`src/rtl/pcie_us_pkg.sv`:
```
// Shared definitions for the UltraScale PCIe CC/RQ-side stream arbiters.
package pcie_us_pkg;

  localparam int CC_TUSER_WIDTH = 33;

  typedef enum logic {ARB_IDLE, ARB_LOCKED} arb_state_t;

  // Index width that never collapses to zero for single- or dual-source builds.
  function automatic int clog2_safe(input int n);
    return (n <= 2) ? 1 : $clog2(n);
  endfunction

endpackage

```
`src/rtl/rr_pick.sv`:
```
// Combinational round-robin picker: first set request after 'last', with wrap.
module rr_pick #(
  parameter int N  = 2,
  parameter int IW = 1
) (
  input  logic [N-1:0]  req,
  input  logic [IW-1:0] last,
  output logic [IW-1:0] pick,
  output logic          any
);

  // Walk the offsets 1..N from 'last'; offset N wraps back to 'last' itself.
  always_comb begin
    pick = '0;
    any  = 1'b0;
    for (int k = 1; k <= N; k++) begin
      for (int i = 0; i < N; i++) begin
        if (!any && req[i] && (i == ((int'(last) + k) % N))) begin
          pick = IW'(i);
          any  = 1'b1;
        end
      end
    end
  end

endmodule

```
`src/rtl/s_axis_cc_arbiter.sv`:
```
// Packet-atomic round-robin merge of NUM_REQ CC streams onto the PCIe s_axis_cc port.
// Define S_AXIS_CC_ARB_OUTREG_EN to insert a 2-entry skid register on the outputs.
module s_axis_cc_arbiter
  import pcie_us_pkg::*;
#(
  parameter int NUM_REQ    = 2,
  parameter int DATA_WIDTH = 128,
  parameter int KEEP_WIDTH = DATA_WIDTH / 32,
  parameter int USER_WIDTH = CC_TUSER_WIDTH,
  localparam int GW        = clog2_safe(NUM_REQ)
) (
  input  logic                           user_clk,
  input  logic                           user_reset,
  input  logic [NUM_REQ*DATA_WIDTH-1:0]  s_tdata,
  input  logic [NUM_REQ*KEEP_WIDTH-1:0]  s_tkeep,
  input  logic [NUM_REQ-1:0]             s_tlast,
  input  logic [NUM_REQ*USER_WIDTH-1:0]  s_tuser,
  input  logic [NUM_REQ-1:0]             s_tvalid,
  output logic [NUM_REQ-1:0]             s_tready,
  input  logic [NUM_REQ-1:0]             cfg_req_mask,
  output logic [DATA_WIDTH-1:0]          s_axis_cc_tdata,
  output logic [KEEP_WIDTH-1:0]          s_axis_cc_tkeep,
  output logic                           s_axis_cc_tlast,
  output logic [USER_WIDTH-1:0]          s_axis_cc_tuser,
  output logic                           s_axis_cc_tvalid,
  input  logic [3:0]                     s_axis_cc_tready,
  output logic [GW-1:0]                  grant_idx,
  output logic                           busy
);

  arb_state_t state;

  logic [DATA_WIDTH-1:0] src_data [NUM_REQ];
  logic [KEEP_WIDTH-1:0] src_keep [NUM_REQ];
  logic [USER_WIDTH-1:0] src_user [NUM_REQ];

  for (genvar i = 0; i < NUM_REQ; i++) begin : g_unpack
    assign src_data[i] = s_tdata[i*DATA_WIDTH +: DATA_WIDTH];
    assign src_keep[i] = s_tkeep[i*KEEP_WIDTH +: KEEP_WIDTH];
    assign src_user[i] = s_tuser[i*USER_WIDTH +: USER_WIDTH];
  end

  logic          locked;
  logic          sel_valid;
  logic          sel_last;
  logic          accept_rdy;
  logic          beat;
  logic [GW-1:0] pick_idx;
  logic          pick_any;
  logic          unused_tready;

  assign locked        = (state == ARB_LOCKED);
  assign sel_valid     = s_tvalid[grant_idx];
  assign sel_last      = s_tlast[grant_idx];
  assign beat          = locked & sel_valid & accept_rdy;
  assign unused_tready = ^s_axis_cc_tready[3:1];

  rr_pick #(
    .N  (NUM_REQ),
    .IW (GW)
  ) u_pick (
    .req  (s_tvalid & ~cfg_req_mask),
    .last (grant_idx),
    .pick (pick_idx),
    .any  (pick_any)
  );

  always_comb begin
    s_tready = '0;
    if (locked) s_tready[grant_idx] = accept_rdy;
  end

  // Grant is held from arbitration until the tlast beat is accepted downstream.
  always_ff @(posedge user_clk or posedge user_reset) begin
    if (user_reset) begin
      state     <= ARB_IDLE;
      grant_idx <= GW'(NUM_REQ - 1);
      busy      <= 1'b0;
    end else begin
      case (state)
        ARB_IDLE: begin
          if (pick_any) begin
            grant_idx <= pick_idx;
            state     <= ARB_LOCKED;
            busy      <= 1'b1;
          end
        end
        ARB_LOCKED: begin
          if (beat && sel_last) begin
            state <= ARB_IDLE;
            busy  <= 1'b0;
          end
        end
        default: begin
          state <= ARB_IDLE;
          busy  <= 1'b0;
        end
      endcase
    end
  end

`ifdef S_AXIS_CC_ARB_OUTREG_EN
  localparam int PW = DATA_WIDTH + KEEP_WIDTH + 1 + USER_WIDTH;

  logic [PW-1:0] skid_mem [2];
  logic          wr_ptr;
  logic          rd_ptr;
  logic [1:0]    skid_cnt;
  logic          skid_pop;
  logic          skid_vld;
  logic [PW-1:0] head;

  // Ready toward the sources depends only on occupancy, never on the IP's tready.
  assign accept_rdy = (skid_cnt != 2'd2);
  assign skid_vld   = (skid_cnt != 2'd0);
  assign skid_pop   = skid_vld & s_axis_cc_tready[0];
  assign head       = skid_vld ? skid_mem[rd_ptr] : '0;

  always_ff @(posedge user_clk or posedge user_reset) begin
    if (user_reset) begin
      skid_mem[0] <= '0;
      skid_mem[1] <= '0;
      wr_ptr      <= 1'b0;
      rd_ptr      <= 1'b0;
      skid_cnt    <= 2'd0;
    end else begin
      if (beat) begin
        skid_mem[wr_ptr] <= {src_data[grant_idx], src_keep[grant_idx], sel_last,
                             src_user[grant_idx]};
        wr_ptr           <= ~wr_ptr;
      end
      if (skid_pop) rd_ptr <= ~rd_ptr;
      case ({beat, skid_pop})
        2'b10:   skid_cnt <= skid_cnt + 2'd1;
        2'b01:   skid_cnt <= skid_cnt - 2'd1;
        default: skid_cnt <= skid_cnt;
      endcase
    end
  end

  assign s_axis_cc_tvalid = skid_vld;
  assign {s_axis_cc_tdata, s_axis_cc_tkeep, s_axis_cc_tlast, s_axis_cc_tuser} = head;
`else
  assign accept_rdy       = s_axis_cc_tready[0];
  assign s_axis_cc_tvalid = locked & sel_valid;
  assign s_axis_cc_tdata  = locked ? src_data[grant_idx] : '0;
  assign s_axis_cc_tkeep  = locked ? src_keep[grant_idx] : '0;
  assign s_axis_cc_tlast  = locked & sel_last;
  assign s_axis_cc_tuser  = locked ? src_user[grant_idx] : '0;
`endif

endmodule

```
`config.mk`:
```
export PLATFORM = sky130hd
export DESIGN_NAME = s_axis_cc_arbiter
export DESIGN_NICKNAME = d
export VERILOG_FILES = /design/src/rtl/pcie_us_pkg.sv /design/src/rtl/rr_pick.sv /design/src/rtl/s_axis_cc_arbiter.sv
export SDC_FILE = /design/constraint.sdc
export NUM_CORES = 1
export LEC_CHECK = 0
export CORE_AREA = 2 2 197 199
export CTS_CLUSTER_DIAMETER = 80
export DETAILED_ROUTE_END_ITERATION = 6
export DIE_AREA = 0 0 199 201
export GPL_ROUTABILITY_DRIVEN = 0
export PLACE_DENSITY = 0.44
export SYNTH_ARGS = -nofsm -noshare
export SYNTH_HDL_FRONTEND = slang
export SYNTH_SLANG_ARGS = --single-unit
```
`constraint.sdc`:
```
create_clock -name user_clk -period 2.85 [get_ports user_clk]
set_clock_uncertainty 0.1 [all_clocks]
set_input_delay 0.285 -clock user_clk [delete_from_list [all_inputs] [get_ports user_clk]]
set_output_delay 0.285 -clock user_clk [all_outputs]
set_load 0.05 [all_outputs]
```
==> results.yml <==
run_status:
  status: "finished clean"
power_and_ir_drop:
  power.switching_mw: 5.72
  leakage_nw: 4.11
  intPower_mw: 4.98
  combPwrFrac_pct: 95.9
  clkPwrFrac_pct: 2.1
  powerDensity_mw_per_mm2: 1050
  p_seq_share_pct: 2.0
  ir_drop_v: 0.000572
  swShare_pct: 53.5
worst_setup_path:
  worstPathCellList: "buf_12 -> buf_12 -> mux2i_1 -> nor2b_1 -> buf_12"
  crit_buf_inv: 3
  cpLargestDelayFamily: "flip-flops"
  crit_fanout: 23
  cpMostUsedCell: "buf_12"
  cpPeakStageDelay_ns: 0.85
  crit_arrival_ns: 2.18
  endpoint_kind: "primary output"
  criticalPathCategory: "flop to primary output"
  startpoint_type: "flop"
  required_ns: 2.47
  crit_slowest_cell: "dfstp_4"
die:
  core_mm2: 0.0381
  die-area_mm2: 0.0400
  fp.dieH_um: 201
  ioPinCount: 513
  initial_core_util_pct: 8.14
  fp.dieW_um: 199
  fp-row-count: 72
route:
  dr.first_iter.drc_count: 66
  avgViaCountPerCell: 3.35
  wirelength_um: 22200
  dr.pass1.iters: 3
  via_count: 4710
  drc: 0
  wl_per_cell_um: 15.8
  postRouteAntennaNets: 0
sta:
  slew_headroom_pct: 65.1
  hold-worst-slack_ns: 0.136
  rsz0062_at_grt: "false"
  hold_viol_final: 0
  setup_viol: 0
  setup-tns-final_ns: 0
  clock.fmax_ghz: 0.389
  min_period_ns: 2.57
  min_period_over_period_pct: 90.1
  worstMarginPinSlew_ns: 0.522
  drv_slew: 0
synthesis:
  avgSynthCellArea_um2: 7.91
  synth_nets: 734
  synth_cells: 392
  mappedNetlistArea_mm2: 0.00310
  yosysTopAreaCell: "mux2i_1"
  ys_seq_area_share_pct: 2.46
  ys_seq_elements: 3
  synth.area.top_cells: "mux2i_1, nor2b_1, buf_4"
  netlist.area_leader.share_pct: 53.9
  yosysWarnings: 0
  ys_types: 21
clock_network:
  cts_setup_buffers: 0
  holdBufCountCts: 0
  clock_latency_ns: 0.22
  clkTransAtPathRegs_ns: 0.03
  cts_buffer_depth: 2
  h-tree-depth: 1
  cts_tree: "done"
  clock-sinks: 3
  cts_resized: 0
  cts-root-buf: "clkbuf_16"
  cts_buffers: 3
global_routing:
  grt_pass1_vias: 4983
  track_usage_pct: 10.3
  grt_pass1_wl_um: 30800
  antenna_found_initial: 0
  grt_max_degree: 78
  grt_overflow: 0
placement:
  io_buffers: 509
  dp_hpwl_um: 19400
layout:
  fin_util_pct: 26.8
  n_antenna_cell: 0
  fill_cells: 4104
  drive_above_1_share_pct: 21.1
  syn2layout_area_growth_pct: 230
  layout_commonest_cell: "clkdlybuf4s50_1"
  final_cell_mix: "clkdlybuf4s50_1, nor2b_1, mux2i_1"
  fin_nets: 1229
flow_run:
  drv_cap: 0
worst_hold_path:
  min_path_type: "input pin to async pin"
==> flip-flops by register name, indices dropped and copies added, names as in the netlist <==
signal / count
grant_idx: 1
busy: 1
locked: 1
==> cells in the mapped netlist <==
library cell	count
nand4_1	1
mux2i_1	167
clkbuf_1	17
nor3_1	2
buf_6	1
buf_1	1
nand2b_1	1
inv_1	1
buf_2	2
nor2b_1	169
and3_1	1
dfstp_2	1
a22o_1	1
nor2_1	2
nand4b_1	1
dfrtp_1	2
buf_4	17
a21oi_1	1
o21ai_0	1
nand2_1	2
nand3_1	1
==> metal layers <==
layer  up-vias  share of wire (%)  global-route usage, %  routed length (µm)
li1       2310                  -                      -                   -
met1      2096                 36                   10.7                8020
met2       299                 53                   20.4               11800
met3         5                 10                   3.02                2270
met4         0               0.45                   1.20                 100
met5         -                  0                      0                   0
==> final timing paths <==
path / startpoint / to / slack, ns / cells after the start
setup / recovery: grant_idx / s_axis_cc_tkeep[3] / 0.28 / 5
hold / removal: user_reset / locked / 0.14 / 2
setup reg to reg: grant_idx / locked / 0.97 / 5
hold reg to reg: busy / busy / 0.49 / 2
max in group asynchronous: user_reset / grant_idx / 2.31 / 2
min in group user_clk: busy / busy / 0.49 / 2
==> worst register-to-register path: cells and delay by family (launching register included) <==
family	cells	cell delay [ns]
compound gates	1	0.15
buf+inv	2	0.48
flops	1	0.85
simple gates	2	0.22
==> metrics by stage <==
stage	instance area [µm²]	power (mW)	setup WS, ns	cells
global route	10200	11.1	0.188	1404
floorplan	3100	5.68	0.537	392
global placement	10100	10.6	0.492	1400
CTS	10200	10.9	0.256	1404
finish	10200	10.7	0.282	1404
detailed placement	10100	10.6	0.498	1400
==> power groups by stage <==
stage          clock network, mW  registers [mW]  logic (mW)
2_1_floorplan                  0           0.127        5.55
3_3_place_gp                   0           0.225        10.4
3_5_place_dp                   0           0.227        10.4
4_1_cts                    0.227           0.226        10.4
5_1_grt                    0.232           0.234        10.7
6_report                   0.224           0.214        10.3
==> kinds of logic after synthesis <==
group	share of synthesized area [%]
DFF	2.46
AOI/OAI and AO/OA	0.605
buffers and inverters	7.10
muxes	53.9
and+or+nand+nor	35.9
==> layout make-up <==
class                   count  area (µm²)  area share [%]
clock buffers               4        78.8           0.771
inverters                   1        3.75          0.0367
multi-input cells         350        2810            27.4
flip-flops and latches      3        83.8           0.820
well taps                 518         648            6.34
repair buffers            528        6610            64.6
Note: power is estimated with default switching activity, not from simulation.
